File: src/rtl/fetch_pkg.sv
// rtl/fetch_pkg.sv - state encoding and vector constants shared by fetch_unit
package fetch_pkg;

    typedef enum logic [2:0] {
        S_VEC,
        S_RUN,
        S_IMM,
        S_INT,
        S_HALT
    } fetch_state_t;

    localparam logic [7:0] RESET_VEC_DEFAULT    = 8'h00;
    localparam logic [7:0] INT_VEC_DEFAULT      = 8'h01;
    localparam logic [3:0] TWO_BYTE_OPC_DEFAULT = 4'hC;

    function automatic logic is_two_byte(input logic [3:0] opc, input logic [3:0] two_byte_opc);
        return opc == two_byte_opc;
    endfunction

endpackage

File: src/rtl/int_edge_latch.sv
// rtl/int_edge_latch.sv - interrupt rising-edge detector and pending flag
// Built only with FETCH_INT_EN; otherwise pending is tied low.
module int_edge_latch (
    input  logic clk,
    input  logic rst,
    input  logic int_line,
    input  logic clr,
    output logic pending
);

`ifdef FETCH_INT_EN
    logic int_prev;

    // A new edge wins over clr so an edge landing on the acceptance cycle re-arms.
    always_ff @(posedge clk or negedge rst) begin
        if (!rst) begin
            int_prev <= 1'b0;
            pending  <= 1'b0;
        end else begin
            int_prev <= int_line;
            if (int_line && !int_prev)
                pending <= 1'b1;
            else if (clr)
                pending <= 1'b0;
        end
    end
`else
    logic unused_inputs;
    assign unused_inputs = ^{clk, rst, int_line, clr};
    assign pending       = 1'b0;
`endif

endmodule

File: src/rtl/fetch_unit.sv
// rtl/fetch_unit.sv - instruction fetch front end filling the IF/ID register
// Interrupt support is compiled in with FETCH_INT_EN.
module fetch_unit
    import fetch_pkg::*;
#(
    parameter int              ADDR_W         = 8,
    parameter int              DATA_W         = 8,
    parameter logic [ADDR_W-1:0] RESET_VEC_ADDR = RESET_VEC_DEFAULT,
    parameter logic [ADDR_W-1:0] INT_VEC_ADDR   = INT_VEC_DEFAULT,
    parameter logic [3:0]      TWO_BYTE_OPC   = TWO_BYTE_OPC_DEFAULT
) (
    input  logic              clk,
    input  logic              rst,
    output logic [ADDR_W-1:0] mem_addr,
    input  logic [DATA_W-1:0] mem_rdata,
    input  logic              stall,
    input  logic              redirect,
    input  logic [ADDR_W-1:0] redirect_pc,
    input  logic              halt_req,
    input  logic              int_line,
    output logic              int_ack,
    output logic [ADDR_W-1:0] int_ret_pc,
    output logic [ADDR_W-1:0] pc,
    output logic              ifid_valid,
    output logic [DATA_W-1:0] ifid_instr,
    output logic [DATA_W-1:0] ifid_imm,
    output logic [ADDR_W-1:0] ifid_pc,
    output logic              HLT
);

    fetch_state_t      state, state_d;
    logic [ADDR_W-1:0] pc_d, ifid_pc_d, ret_d;
    logic [DATA_W-1:0] instr_d, imm_d, held, held_d;
    logic              valid_d, ack_d, hlt_d;
    logic              int_pending, int_clr;

    int_edge_latch u_int_edge_latch (
        .clk      (clk),
        .rst      (rst),
        .int_line (int_line),
        .clr      (int_clr),
        .pending  (int_pending)
    );

    always_ff @(posedge clk or negedge rst) begin
        if (!rst) begin
            state      <= S_VEC;
            pc         <= '0;
            ifid_valid <= 1'b0;
            ifid_instr <= '0;
            ifid_imm   <= '0;
            ifid_pc    <= '0;
            held       <= '0;
            int_ret_pc <= '0;
            int_ack    <= 1'b0;
            HLT        <= 1'b0;
        end else begin
            state      <= state_d;
            pc         <= pc_d;
            ifid_valid <= valid_d;
            ifid_instr <= instr_d;
            ifid_imm   <= imm_d;
            ifid_pc    <= ifid_pc_d;
            held       <= held_d;
            int_ret_pc <= ret_d;
            int_ack    <= ack_d;
            HLT        <= hlt_d;
        end
    end

    always_comb begin
        state_d   = state;
        mem_addr  = pc;
        pc_d      = pc;
        valid_d   = ifid_valid;
        instr_d   = ifid_instr;
        imm_d     = ifid_imm;
        ifid_pc_d = ifid_pc;
        held_d    = held;
        ret_d     = int_ret_pc;
        ack_d     = 1'b0;
        hlt_d     = HLT;
        int_clr   = 1'b0;

        case (state)
            S_VEC: begin
                mem_addr = RESET_VEC_ADDR;
                pc_d     = ADDR_W'(mem_rdata);
                state_d  = S_RUN;
            end
            S_RUN: begin
                if (redirect) begin
                    pc_d    = redirect_pc;
                    valid_d = 1'b0;
                end else if (halt_req) begin
                    valid_d = 1'b0;
                    hlt_d   = 1'b1;
                    state_d = S_HALT;
                end else if (stall) begin
                    state_d = S_RUN;
                end else if (int_pending) begin
                    ret_d   = pc;
                    ack_d   = 1'b1;
                    int_clr = 1'b1;
                    valid_d = 1'b0;
                    state_d = S_INT;
                end else if (is_two_byte(mem_rdata[DATA_W-1 -: 4], TWO_BYTE_OPC)) begin
                    held_d  = mem_rdata;
                    valid_d = 1'b0;
                    pc_d    = pc + ADDR_W'(1);
                    state_d = S_IMM;
                end else begin
                    instr_d   = mem_rdata;
                    imm_d     = '0;
                    ifid_pc_d = pc;
                    valid_d   = 1'b1;
                    pc_d      = pc + ADDR_W'(1);
                end
            end
            // Interrupts are deliberately not considered here: the pair must complete.
            S_IMM: begin
                if (redirect) begin
                    pc_d    = redirect_pc;
                    state_d = S_RUN;
                end else if (!stall) begin
                    instr_d   = held;
                    imm_d     = mem_rdata;
                    ifid_pc_d = pc - ADDR_W'(1);
                    valid_d   = 1'b1;
                    pc_d      = pc + ADDR_W'(1);
                    state_d   = S_RUN;
                end
            end
            S_INT: begin
                mem_addr = INT_VEC_ADDR;
                pc_d     = ADDR_W'(mem_rdata);
                state_d  = S_RUN;
            end
            S_HALT: begin
                valid_d = 1'b0;
                if (int_pending) begin
                    hlt_d   = 1'b0;
                    ret_d   = pc;
                    ack_d   = 1'b1;
                    int_clr = 1'b1;
                    state_d = S_INT;
                end
            end
            default: state_d = S_VEC;
        endcase
    end

endmodule

File: config.mk
export PLATFORM = sky130hd
export DESIGN_NAME = fetch_unit
export DESIGN_NICKNAME = d
export VERILOG_FILES = /design/src/rtl/fetch_pkg.sv /design/src/rtl/int_edge_latch.sv /design/src/rtl/fetch_unit.sv
export SDC_FILE = /design/constraint.sdc
export NUM_CORES = 1
export LEC_CHECK = 0
export ABC_AREA = 1
export ABC_CLOCK_PERIOD_IN_PS = 1900
export CORE_MARGIN = 2
export CORE_UTILIZATION = 49
export CTS_BUF_LIST = sky130_fd_sc_hd__clkbuf_4 sky130_fd_sc_hd__clkbuf_8
export CTS_CLUSTER_DIAMETER = 100
export DETAILED_ROUTE_END_ITERATION = 12
export PLACE_DENSITY_LB_ADDON = 0.1
export SLEW_MARGIN = 20
export SYNTH_ARGS = -nofsm -noshare
export SYNTH_HDL_FRONTEND = slang
export SYNTH_SLANG_ARGS = --single-unit
File: constraint.sdc
create_clock -name clk -period 1.9 [get_ports clk]
set_input_delay 0.19 -clock clk [delete_from_list [all_inputs] [get_ports clk]]
set_output_delay 0.19 -clock clk [all_outputs]
set_load 0.02 [all_outputs]
* After elaboration in Yosys (flattened, before gate mapping)
Index checks and enable logic that the tools add are counted.
Storage, ports and cells: flip-flop bits (word level) 45, output and inout port bits 51, logic and storage cells 81
Cells by class: multiplexer cells 41, reduce and logical (&&, ||, !) cells 11, equality and inequality tests 15, add/sub/neg operators 2, bitwise operators 4
Operators with widths (count):
- $mux 8 | 22
- $pmux 8 s2 | 4
- $pmux 8 s3 | 1
- $mux 3 | 6
- $ne 2x2->1 const B | 6
- $pmux 3 s4 | 1
- $add 8x1->8 const B | 1
- $ne 4x4->1 const B | 2
- $reduce_and 4->1 | 2
- $sub 8x1->8 const B | 1
- $reduce_and 7->1 | 1
- $eq 3x2->1 const B | 2
- $mux 1 | 6
- $ne 3x3->1 const B | 2
- $reduce_bool 3->1 | 2
- $reduce_and 5->1 | 1
- $eq 4x4->1 const B | 1
- $not 1->1 | 4
- $eq 3x1->1 const B | 1
- $eq 3x3->1 const B | 1
- $logic_not 3->1 | 1
- $pmux 1 s3 | 1
- $reduce_and 3->1 | 1
- $reduce_and 2->1 | 1
- other kinds (2) | 2

* Logic depth before layout (Yosys ltp)
Gate-level depths: netlist (run 1).
word-level depth 6, depth in mapped cells 10, mapped depth without buffers 9

* Hierarchy
A second synthesis (run 1) with hierarchy kept.
Unflattened totals: cells, all modules 395, area, all modules 2855.2 µm²
By module, submodules not included:
- fetch_unit | cells each 393, times used 1, area an instance 2844.0 µm²
- int_edge_latch | cells each 2, times used 1, area an instance 11.3 µm²

* Worst setup path after synthesis (run 1)
No wires, ideal clock.
path type register -> output, from reg state[0], to out mem_addr[0], stages on the path, launching flop included 7, data required time 1.710 ns, arrival time 1.413 ns, buffers on the path 1, path slack 0.297 ns, cells stage by stage dfrtp_1 > inv_2 > nand2_1 > nand3_1 > inv_1 > buf_2 > o21ai_0
On the way: longest elaborated chain between the ends 2
RTL lines:
- start: declaration | RTL line fetch_unit.sv:31 | fetch_state_t state, state_d;
- start signal: assignment | RTL line fetch_unit.sv:58 | state <= state_d;
- $eq 3x2->1 or $logic_not 3->1 (tied branches) | RTL line fetch_unit.sv:85 | case (state)
- $pmux 8 s2 * | RTL line fetch_unit.sv:85
- end: declaration | RTL line fetch_unit.sv:14 | output logic [ADDR_W-1:0] mem_addr,
Every way passes the cells marked *; elsewhere a longest branch is shown, timed or not.

* Worst setup path in the final report (run 1)
from reg state[1], to out mem_addr[7]
The elaborated chain is that of the path after synthesis.

==> results of run 1 <==
worst min path at each step:
stage	from	to	slack, ns	cells past startpoint
CTS	rst	ifid_instr[6]$_DFFE_PN0P_	0.41	3
floorplan	rst	HLT$_DFFE_PN0P_	-0.11	0
global route	rst	ifid_pc[0]$_DFFE_PN0P_	0.44	3
finish	rst	ifid_instr[6]$_DFFE_PN0P_	0.39	3
detailed placement	rst	ifid_instr[6]$_DFFE_PN0P_	0.19	2
global placement	rst	ifid_pc[0]$_DFFE_PN0P_	0.19	2
critical path: stages, from the launching register on:
cell	delay, ns
dfrtp_1	0.40
inv_1	0.11
nand2_1	0.09
nand3_1	0.09
inv_1	0.11
buf_12	0.16
nor2_1	0.10
clkbuf_2	0.18
final cells by class:
type                    instances  area (µm²)
multi-input cells             264        1140
clock buffers                   5        68.8
fillers                       487        1680
repair buffers                 79         743
inverters                      33         126
clock inverters                 2        35.0
flip-flops and latches         45        1130
well taps                      70        87.6
layout by cell type (no fill, tap or decap):
cell             instances
buf_4                   13
nor3_1                   2
inv_1                   27
nand3_2                  1
clkbuf_2                 8
clkinv_2                 1
nor2_4                   2
dfrtp_1                 45
nand3_1                 33
o21ai_0                 31
clkdlybuf4s50_1         53
o21ai_1                  6
dlygate4sd3_1            1
buf_2                    1
inv_2                    4
inv_4                    1
o211ai_1                 1
conb_1                   9
buf_12                   3
clkbuf_8                 5
ha_1                     2
nor2_1                  35
nand4_1                  1
nand2_1                134
clkinv_1                 1
a21oi_1                  5
xor2_1                   2
bufinv_16                1
state kept, by name, indices dropped and copies added, names as in the netlist:
signal,cells
pc,8
ifid_pc,8
ifid_valid,1
held,8
state,3
HLT,1
ifid_instr,8
ifid_imm,8
routing by layer:
layer | GRT usage (%) | up-vias | part of all wire [%]
met1 | 31.8 | 1137 | 45
li1 | - | 1241 | -
met2 | 38.5 | 84 | 46
met4 | 13.3 | 0 | 2.4
met3 | 5.69 | 14 | 6.5
met5 | 0 | - | 0
power groups by stage:
stage | clock network (mW) | logic, mW | registers (mW)
after floorplan | 0 | 1.22 | 1.81
after global placement | 0 | 2.61 | 1.51
after detailed placement | 0 | 2.65 | 1.53
after CTS | 0.719 | 2.59 | 1.51
after global routing | 0.746 | 2.86 | 1.56
final | 0.704 | 2.56 | 1.51
logic make-up after synthesis:
kind of cell	synth area share, %
compound gates	8.70
fa+ha+maj	1.00
other cells	0.150
buf+inv	10.5
xor+xnor	0.700
flops	45.0
simple gates	33.9
timing repair:
action / 4_1_cts / 5_1_grt
hold endpoints to repair: 45 / 0
endpoints found under the setup margin: 8 / 8
hold buffers: 1 / 0
resized for setup: 9 / 16
==> results by group, run 1 <==
STA
  – Hold WS: ~0.39 ns
  – Final worst setup slack: approximately 0.17 ns
  – Fin crit share: approximately nine tenths
  – Crit path time final: between 1.5 and 2 ns
  – Max Fclk: around 0.58 GHz
  – Sum Neg Setup Slack: 0 ns
  – Final setup vio count: 0
  – Final Skew: roughly 0.0055 ns
  – Final hold viol count: 0
  – Max-slew violation count: 0
  – RSZ-0062 raised after global routing: no

Routing
  – Final WL: 6490 µm
  – Drt pass-1 iters: 4
  – Vias per cell: a little under 5
  – DR WL/cell: between 10 and 15 µm
  – Post-DRT Antenna Nets: 0
  – Via count: about 2,500
  – DRC: 0
  – Iteration-0 DRC Markers: 210

Clock network
  – Worst skew pair latency: around 0.30 ns
  – Clock Pin Slew Worst Setup and Hold Paths: ~0.08 ns
  – TritonCTS Buffers: 5
  – Clock root cell: clkbuf_8
  – Max Root-Sink Buffers: 2
  – Post-CTS Setup Inserts: 0
  – CTS tree: built
  – Sink Count: 45
  – H-tree depth: 2

Critical path
  – Capture point of the worst path: mem_addr[7]
  – CP max FO: 10
  – Critical Path Start: state[1]$_DFFE_PN0P_
  – R2R Setup Slk: about 0.20 ns
  – Reg-to-reg startpoint: state[0]$_DFFE_PN0P_
  – Worst Setup Start Kind: flop
  – Crit path kind: reg2out
  – Reg2Reg Capture Point: ifid_pc[4]$_DFFE_PN0P_
  – Worst reg2reg path depth: 9
  – Arr. time, crit path: 1.54 ns
  – Crit end category: primary output
  – Critical Path RT: about 1.7 ns

Global route
  – Vias in the first global route: ~2,300
  – Total GRT Usage: 24.6%
  – Gr ovfl total: 0
  – First-pass GRT wire length: roughly 10,000 µm
  – Largest net degree at the start of global routing: 46
  – Initial antenna violation count: 0

Yosys
  – Register area share after synthesis: between 40% and 50%
  – Ys flop type: dfrtp_1
  – Avg Synthesized Cell Area: slightly above 7 µm²
  – Share of the synthesized area in the top cell type: roughly 45%
  – Synth area leaders: dfrtp_1 (45%), nand2_1 (20%), nand3_1 (6.6%)
  – Cell with the most instances after synthesis: nand2_1
  – Synth warnings: 0
  – Yosys cell types: 24
  – Cells after Synth: ~350
  – Register bit total from synthesis: 45
  – Post-synth EDFFs: 0
  – Post-synth ARST share: 100%
  – Commonest cells post-synth: nand2_1 (134), dfrtp_1 (45), nor2_1 (35), nand3_1 (33), o21ai_0 (31)
  – Post-Syn Area: 2500 µm²
  – Area leader, netlist: dfrtp_1

Final layout
  – Share of cells above drive strength 1: 9.35%
  – Final core occ: around 66%
  – Non-Filler Instances: 498
  – Number of diodes: 0
  – Design Area, Final: ~3300 µm²
  – Layout Area Growth over Synthesis: 33.1%
  – Nets: roughly 450

Run
  – Number of max-cap violations: 0

Power and ir drop
  – Internal power: ~2.7 mW
  – PwrDens: roughly 1400 nW/µm²
  – Power Total: 4.78 mW
  – NetSw: 2.11 mW
  – Worst vdd ir: 0.960 mV
  – Leakage Power: ~1.7 nW
  – Sequential share of power: a little under a third
  – Clock power frac: approximately 15%
  – Switching Fraction: between 40% and 50%
  – Combinational share of power: a little over half

Placement
  – Post-place setup slack: around 0.068 ns
  – HPWL after detailed placement: slightly below 5000 µm
  – Buffers on Ports: 62
  – Post-placement cell area: 3260 µm²
  – RD Place Congestion: 0.919
  – Cell count after placement: approximately 500

Floorplan
  – Starting density of the core: between 40% and 50%
  – Die Height: around 75 µm
  – I/O pins: 73
  – Die area: around 5700 µm²
  – Core area: around 5000 µm²
  – FP Rows: 26
  – Die X: approximately 75 µm

Hold path
  – Hold/Removal Path Class: in2async

Outcome
  – Status: complete, no violations
Power figures use the tool's default switching activity.
==> run 2, diff against run 1 <==
--- a/config.mk
+++ b/config.mk
@@ -13,6 +13,7 @@
 export CTS_CLUSTER_DIAMETER = 100
 export DETAILED_ROUTE_END_ITERATION = 12
 export PLACE_DENSITY_LB_ADDON = 0.1
+export RECOVER_POWER = 100
 export SLEW_MARGIN = 20
 export SYNTH_ARGS = -nofsm -noshare
 export SYNTH_HDL_FRONTEND = slang
==> run 2 against run 1 <==
Utilization decreased by 0.55 points. Flip-flop and latch count unchanged. Sequential share of layout area increased by 0.28 points. Wire length about the same. Register-to-register slack about the same. Setup slack improved by 0.0019 ns. Critical path depth decreased by 1. Critical endpoint is now mem_addr[0].
==> results by group, run 2 (synthesis results as in run 1) <==
Floorplan
  – Core area: 5010 µm² (unchanged)
  – Starting density of the core: 49.9% (unchanged)
  – Die area: 5690 µm² (unchanged)
  – Die X: 75.4 µm (unchanged)
  – FP Rows: 26 (unchanged)
  – I/O pins: 73 (unchanged)
  – Die Height: 75.4 µm (unchanged)

Routing
  – Met2 routed WL: 2950 µm (-1.4%)
  – DRC: 0 (unchanged)
  – Iteration-0 DRC Markers: 212 (+0.95%)
  – DR top layer: met4
  – Met1 wire length: 2890 µm (-0.99%)
  – DR WL/cell: 13.0 µm (about the same)
  – Via count: 2,482 (+0.24%)
  – Drt pass-1 iters: 4 (unchanged)
  – Vias per cell: 4.98 (+0.24%)
  – Post-DRT Antenna Nets: 0 (unchanged)
  – Final WL: 6500 µm (about the same)
  – Met3 WL post-DR: 427 µm (+1.4%)

STA
  – RSZ-0062 raised after global routing: no
  – Max-slew violation count: 0 (unchanged)
  – Sum Neg Setup Slack: 0 ns (unchanged)
  – Measured slew at the worst slew-check pin: roughly 1.1 ns
  – Final hold viol count: 0 (unchanged)
  – Fin crit share: 90.7% (-0.098 points)
  – Crit path time final: 1.72 ns (-0.00186 ns)
  – Max Fclk: 0.580 GHz (+0.11%)
  – Final setup vio count: 0 (unchanged)
  – Final Skew: 0.00550 ns (-0.0000326 ns)
  – Max_slew headroom: roughly 27%

Clock network
  – Clock root cell: clkbuf_8
  – CTS tree: built
  – H-tree depth: 2 (unchanged)
  – TritonCTS Buffers: 5 (unchanged)
  – Sink Count: 45 (unchanged)
  – Worst skew pair latency: 0.30 ns (about the same)
  – Clock Pin Slew Worst Setup and Hold Paths: 0.08 ns (about the same)
  – Max Root-Sink Buffers: 2 (unchanged)

Power and ir drop
  – PwrDens: 1410 nW/µm² (-2.0%)
  – Power Total: 4.64 mW (-2.8%)
  – Worst vdd ir: 0.946 mV (-1.4%)
  – Leakage Power: 1.77 nW (+2.6%)

Critical path
  – Crit end category: primary output
  – Worst Setup Start Kind: flop
  – Critical Path RT: 1.71 ns (about the same)
  – CP max FO: 4 (-6)
  – Arr. time, crit path: 1.53 ns (about the same)
  – Crit path kind: reg2out

Placement
  – Buffers on Ports: 62 (unchanged)
  – RD Place Congestion: 0.919 (unchanged)
  – HPWL after detailed placement: 4800 µm (unchanged)

Global route
  – First-pass GRT wire length: 10,400 µm (unchanged)
  – Total GRT Usage: 24.6% (unchanged)
  – Gr ovfl total: 0 (unchanged)
  – Largest net degree at the start of global routing: 46 (unchanged)
  – Initial antenna violation count: 0 (unchanged)
  – Vias in the first global route: 2,287 (unchanged)

Hold path
  – Hold/Removal Path Class: reg2reg

Outcome
  – Status: complete, no violations

Final layout
  – Share of cells above drive strength 1: 7.94% (-1.4 points)
  – Commonest non-fill, non-tap cell in the layout: nand2_1
  – Layout Area Growth over Synthesis: 32.0%
  – Final core occ: 65.9% (-0.55 points)
  – Nets: 452 (unchanged)
  – Number of diodes: 0 (unchanged)
  – Commonest non-fill, non-tap cells in the layout: nand2_1 (134), dfrtp_1 (45), nor2_1 (35), dlygate4sd3_1 (35)

Run
  – Number of max-cap violations: 0 (unchanged)
run 2: cell types whose count changed in the layout (fill, tap and decap cells not counted):
cell	before	now
clkbuf_2	8	9
o21ai_1	6	3
dlygate4sd3_1	1	35
inv_2	4	1
inv_1	27	30
buf_4	13	11
clkdlybuf4s50_1	53	19
nand3_2	1	0
buf_12	3	2
o21ai_0	31	34
nand3_1	33	34
clkbuf_1	0	2
run 2: worst paths after layout:
check	from	to	slack (ns)	cells after the start
max	state[1]$_DFFE_PN0P_	mem_addr[0]	0.18	6
min	held[7]$_DFFE_PN0P_	held[7]$_DFFE_PN0P_	0.46	2
max reg2reg	state[2]$_DFFE_PN0P_	pc[3]$_DFFE_PN0P_	0.20	8
min reg2reg	held[7]$_DFFE_PN0P_	held[7]$_DFFE_PN0P_	0.46	2
max in group asynchronous	rst	ifid_pc[6]$_DFFE_PN0P_	0.53	3
min in group asynchronous	rst	ifid_pc[0]$_DFFE_PN0P_	0.71	3
run 2: layout make-up:
| class | count | area, µm² |
|---|---|---|
| clock buffer | 5 | 68.8 |
| tap | 70 | 87.6 |
| multi-input combinational | 264 | 1140 |
| inverter | 33 | 126 |
| fill | 494 | 1710 |
| timing repair buffer | 79 | 721 |
| sequential | 45 | 1130 |
| clock inverter | 2 | 35.0 |
run 2: stage by stage:
| step | setup slack (ns) | cells | cell area [µm²] | hold WS [ns] |
|---|---|---|---|---|
| 3_3_place_gp | 0.135 | 490 | 3260 | 0.187 |
| 4_1_cts | 0.0199 | 498 | 3360 | 0.405 |
| 6_report | 0.176 | 498 | 3300 | 0.457 |
| 2_1_floorplan | 0.297 | 362 | 2530 | -0.106 |
| 3_5_place_dp | 0.0678 | 490 | 3260 | 0.188 |
| 5_1_grt | 0.0290 | 498 | 3300 | 0.494 |
run 2: critical path: stages, from the launching register on:
cell	delay (ns)
dfrtp_1	0.40
inv_1	0.10
nand2_1	0.08
nand3_1	0.09
inv_1	0.11
o21ai_0	0.20
clkbuf_1	0.25
run 2: layer usage:
layer  global-route usage [%]  up-vias
met3                     5.69       21
met2                     38.5       86
met5                        0        -
met1                     31.8     1130
met4                     13.3        0
li1                         -     1245
run 2: repair_timing:
item                                   4_1_cts  5_1_grt
setup endpoints to repair                    8        8
cloned                                       0        0
setup buffers                                0        0
resized for setup                            9       16
endpoints found under the hold margin       45        0
hold buffers                                 1        0
run 2: power breakdown:
| group | internal (mW) | switching, mW |
|---|---|---|
| sequential | 1.26 | 0.239 |
| combinational | 0.921 | 1.52 |
| clock | 0.383 | 0.323 |
| total | 2.56 | 2.08 |
